`src/rtl/arb_txn_engine.sv`:
```
// Turns a one-hot arbiter grant into a single valid/ready transaction on a shared target port.
// Optional response timeout is compiled in with `define TXN_TIMEOUT_EN.
module arb_txn_engine #(
  parameter int unsigned N      = 4,
  parameter int unsigned DW     = 32,
  parameter int unsigned TO_CYC = 64
) (
  input  logic            clk,
  input  logic            rst_an,
  input  logic [N-1:0]    grant,
  input  logic [N*DW-1:0] req_data,
  output logic [N-1:0]    ack,
  output logic [DW-1:0]   rsp_data,
  output logic            rsp_err,
  output logic            grant_err,
  output logic            tgt_valid,
  output logic [DW-1:0]   tgt_data,
  input  logic            tgt_ready,
  input  logic            tgt_rsp_valid,
  input  logic [DW-1:0]   tgt_rsp_data,
  input  logic            tgt_rsp_err
);

  if (TO_CYC < 2) begin : g_bad_to_cyc
    $error("arb_txn_engine: TO_CYC must be >= 2");
  end

  typedef enum logic [2:0] {
    S_IDLE,
    S_ISSUE,
    S_WAIT,
    S_ACK,
    S_GAP
  } state_t;

  state_t          state_q, state_d;
  logic [N-1:0]    idx_q, idx_d;
  logic [N-1:0]    ack_q, ack_d;
  logic [DW-1:0]   rsp_data_q, rsp_data_d;
  logic            rsp_err_q, rsp_err_d;
  logic            grant_err_q, grant_err_d;
  logic            tgt_valid_q, tgt_valid_d;
  logic [DW-1:0]   tgt_data_q, tgt_data_d;
  logic [DW-1:0]   sel_data;
  logic            grant_onehot;
  logic            grant_multi;

`ifdef TXN_TIMEOUT_EN
  localparam int unsigned TW = $clog2(TO_CYC + 1);
  logic [TW-1:0] timer_q, timer_d;
`endif

  assign grant_onehot = (grant != '0) && ((grant & (grant - 1'b1)) == '0);
  assign grant_multi  = (grant != '0) && !grant_onehot;

  always_comb begin
    sel_data = '0;
    for (int unsigned i = 0; i < N; i++) begin
      if (grant[i]) sel_data = req_data[i*DW +: DW];
    end
  end

  always_ff @(posedge clk or negedge rst_an) begin
    if (!rst_an) begin
      state_q     <= S_IDLE;
      idx_q       <= '0;
      ack_q       <= '0;
      rsp_data_q  <= '0;
      rsp_err_q   <= 1'b0;
      grant_err_q <= 1'b0;
      tgt_valid_q <= 1'b0;
      tgt_data_q  <= '0;
`ifdef TXN_TIMEOUT_EN
      timer_q     <= '0;
`endif
    end else begin
      state_q     <= state_d;
      idx_q       <= idx_d;
      ack_q       <= ack_d;
      rsp_data_q  <= rsp_data_d;
      rsp_err_q   <= rsp_err_d;
      grant_err_q <= grant_err_d;
      tgt_valid_q <= tgt_valid_d;
      tgt_data_q  <= tgt_data_d;
`ifdef TXN_TIMEOUT_EN
      timer_q     <= timer_d;
`endif
    end
  end

  always_comb begin
    state_d     = state_q;
    idx_d       = idx_q;
    ack_d       = '0;
    rsp_data_d  = rsp_data_q;
    rsp_err_d   = rsp_err_q;
    grant_err_d = grant_err_q;
    tgt_valid_d = tgt_valid_q;
    tgt_data_d  = tgt_data_q;
`ifdef TXN_TIMEOUT_EN
    timer_d     = timer_q;
`endif
    unique case (state_q)
      S_IDLE: begin
        if (grant_onehot) begin
          idx_d       = grant;
          tgt_data_d  = sel_data;
          tgt_valid_d = 1'b1;
          state_d     = S_ISSUE;
        end else if (grant_multi) begin
          grant_err_d = 1'b1;
        end
      end
      S_ISSUE: begin
        if (tgt_valid_q && tgt_ready) begin
          tgt_valid_d = 1'b0;
          state_d     = S_WAIT;
`ifdef TXN_TIMEOUT_EN
          timer_d     = '0;
`endif
        end
      end
      S_WAIT: begin
`ifdef TXN_TIMEOUT_EN
        timer_d = timer_q + 1'b1;
`endif
        // A response arriving in the expiry cycle takes priority over the timeout.
        if (tgt_rsp_valid) begin
          rsp_data_d = tgt_rsp_data;
          rsp_err_d  = tgt_rsp_err;
          ack_d      = idx_q;
          state_d    = S_ACK;
        end
`ifdef TXN_TIMEOUT_EN
        else if (timer_d == TW'(TO_CYC)) begin
          rsp_data_d = '0;
          rsp_err_d  = 1'b1;
          ack_d      = idx_q;
          state_d    = S_ACK;
        end
`endif
      end
      S_ACK: begin
        rsp_data_d = '0;
        rsp_err_d  = 1'b0;
        state_d    = S_GAP;
      end
      S_GAP: begin
        state_d = S_IDLE;
      end
      default: begin
        state_d = S_IDLE;
      end
    endcase
  end

  assign ack       = ack_q;
  assign rsp_data  = rsp_data_q;
  assign rsp_err   = rsp_err_q;
  assign grant_err = grant_err_q;
  assign tgt_valid = tgt_valid_q;
  assign tgt_data  = tgt_data_q;

endmodule
```
`config.mk`:
```
export PLATFORM = sky130hd
export DESIGN_NAME = arb_txn_engine
export DESIGN_NICKNAME = d
export VERILOG_FILES = /design/src/rtl/arb_txn_engine.sv
export SDC_FILE = /design/constraint.sdc
export NUM_CORES = 1
export LEC_CHECK = 0
export CAP_MARGIN = 30
export CORE_AREA = 2 2 120 87
export DETAILED_ROUTE_END_ITERATION = 8
export DIE_AREA = 0 0 122 89
export PLACE_DENSITY = 0.85
export SYNTH_ARGS = -nofsm -noshare
export SYNTH_HDL_FRONTEND = slang
export SYNTH_SLANG_ARGS = --single-unit
```
`constraint.sdc`:
```
create_clock -name clk -period 3.6 [get_ports clk]
set_input_delay 0.36 -clock clk [delete_from_list [all_inputs] [get_ports clk]]
set_output_delay 0.36 -clock clk [all_outputs]
set_load 0.01 [all_outputs]
```
==> results.yml <==
floorplanning:
  die-area_sq_um: 10860
  initial_core_util: 0.3954
  die_x_um: 122
  rows: 30
  die-height_um: 89
  coreArea_sq_um: 9572
  io_pins: 240
power:
  p_per_area_nw_per_um2: 673.6
  pwr-share-clk: 0.207
  p_int_mw: 3.106
  swShare: 0.3060
  switchingPower_mw: 1.370
  finalPower_mw: 4.475
  p_leak_nw: 2.731
  p_comb_frac: 0.450
  ir_worst_vdd_uv: 340.6
  seq_power_share: 0.344
yosys:
  syn_inst: 311
  synth_area_sq_um: 3785
  async_reset_ff_frac: 1.000
  synth_nets: 480
  ys_ff_latch: 78
  ys_seq_area_frac: 0.5157
  synth.most_common_cell: "dfrtp_1"
  synth.distinct_cells: 35
  synth-edff-count: 0
  synth_common_cells: "dfrtp_1 (78), a22o_1 (33), a21oi_1 (32)"
  synthTopCellsByArea: "dfrtp_1 (52%), mux2_4 (12%), a22o_1 (7.6%), a22oi_1 (6.1%), o22ai_1 (5.1%)"
  yosys.area.top_type: "dfrtp_1"
  avgSynthCellArea_sq_um: 12.17
  synthFlopType: "dfrtp_1"
  yosysWarnings: 0
  synth_top_area_share: 0.5157
clock_network:
  cts_made_buffers: 9
  cts.sinks: 78
  clk_pin_slew_ns: 0.06
  cts_tree: "done"
  postCtsResizedCells: 0
  cts_max_path_buffers: 2
  clock_latency_ns: 0.33
  cts-htree-levels: 3
  root_buffer: "clkbuf_16"
min_path:
  hp-class: "input port to async pin"
timing:
  tightest_slew_ns: 0.5409
  setup_slack_ns: 1.166
  max_slew_margin: 0.6394
  period_minus_slack_ns: 2.434
  drv_slew: 0
  hold_violations: 0
  period_share: 0.6761
  setup_violations: 0
  fin_skew_ns: 0.007211
  whs_ns: 0.4022
  clock.fmax_ghz: 0.4109
  fin_setup_tns_ns: 0
  rsz0062_at_grt: "false"
drt:
  drc: 0
  drt_iter0_drc: 166
  wl_per_cell_um: 20.04
  dr.pass1.iters: 6
  ant_nets: 0
  vias: 3636
  via_per_inst: 5.387
  wl_mm: 13.53
grt:
  grtUsageTotal: 0.2404
  grt_max_degree: 79
  grt_pass1_wl_mm: 20.04
  overflow: 0
  grt_pass1_vias: 3877
  antenna_found_initial: 0
critical_path:
  crit_arrival_ns: 2.64
  cp-end-kind: "flop"
  crit_path_start_kind: "input port"
  worst-endpoint-required_ns: 3.81
  setup.worst_path.class: "input port to flop"
  path_max_fanout: 31
place:
  post-place-ws_ns: 0.8468
  place_hpwl_mm: 9.794
  gp_congestion: 0.8058
  io_buffers: 239
  place_inst: 656
  placed_area_sq_um: 6271
final_layout:
  finalNetCount: 711
  drive_gt1_frac: 0.1353
  diodes: 0
  final_util: 0.6941
  final_area_sq_um: 6644
  area.growth.synth_to_final_pct: 75.54
  fin_cells: 675
run:
  drv_cap: 0
outcome:
  status: "completed"
-- timing repair --
| item | 4_1_cts | 5_1_grt |
|---|---|---|
| hold endpoints to repair | 0 | 5 |
| buffers inserted | 0 | 0 |
| hold buffers | 0 | 1 |
-- cells in the final DEF (no fill, tap or decap), drive strengths merged, types with 2 or more instances in the layout --
cell type	instances
clkdlybuf4s50	238
dfrtp	78
mux2	36
a22o	33
a21oi	32
a22oi	31
o22ai	31
buf	12
clkbuf	9
nor2	5
and2	4
inv	4
nand2b	3
nand2	3
a31oi	3
nand3b	2
clkinvlp	2
clkinv	2
nor2b	2
nor4b	2
nor4	2
-- registers in the layout, indices dropped and copies added, names as in the netlist --
| name | count |
|---|---|
| ack | 4 |
| idx_q | 4 |
| grant_err | 1 |
| tgt_data | 32 |
| rsp_err | 1 |
| state_q | 3 |
| tgt_valid | 1 |
| rsp_data | 32 |
-- per-layer routing --
metal	up-vias	part of all wire	wire length (um)	track usage
met5	-	0	0	0
li1	1666	-	-	-
met4	0	0.014	193	0.06583
met1	1818	0.42	5717	0.2994
met3	17	0.052	698	0.05421
met2	135	0.51	6918	0.4266
-- final cells by class --
class | count | area [sq um]
inverter | 2 | 7.507
clock inverter | 7 | 82.58
multi-input combinational | 200 | 1687
fill | 730 | 2928
tap | 128 | 160.2
clock buffer | 9 | 225.2
timing repair buffer | 251 | 2530
sequential | 78 | 1952
-- critical path, cell delays in order --
cell             delay (ns)
clkdlybuf4s50_1        0.80
nor4b_4                0.30
a211oi_2               0.10
nor4_4                 0.16
buf_4                  0.51
mux2_2                 0.41
-- cell families after synthesis --
family | Yosys count | synth area share
AO/OA/AOI/OAI | 133 | 0.2433
AND/OR/NAND/NOR | 29 | 0.05553
flip-flops | 78 | 0.5157
XOR/XNOR | 1 | 0.002314
multiplexers | 36 | 0.1359
buffers and inverters | 33 | 0.04463
adder cells (fa/ha/maj) | 1 | 0.002645
-- path summary, 6_finish.rpt --
path                                 start            to  slack [ns]  cells past startpoint
worst max-delay path              grant[1]      idx_q[3]        1.17                      6
worst min-delay path                rst_an   rsp_data[9]        0.40                      2
worst max register to register  state_q[1]  rsp_data[27]        1.63                      5
worst min register to register    idx_q[0]        ack[0]        0.48                      1
max in group asynchronous           rst_an  tgt_data[21]        2.64                      3
min in group clk                  idx_q[0]        ack[0]        0.48                      1
-- power by group through the flow --
stage	clock network, mW	logic [mW]	registers (mW)
2_1_floorplan	0	0.772	1.65
3_3_place_gp	0	1.96	1.52
3_5_place_dp	0	2.01	1.53
4_1_cts	0.948	2.02	1.54
5_1_grt	0.983	2.12	1.58
6_report	0.926	2.01	1.54
Note: power is estimated with default switching activity, not from simulation.
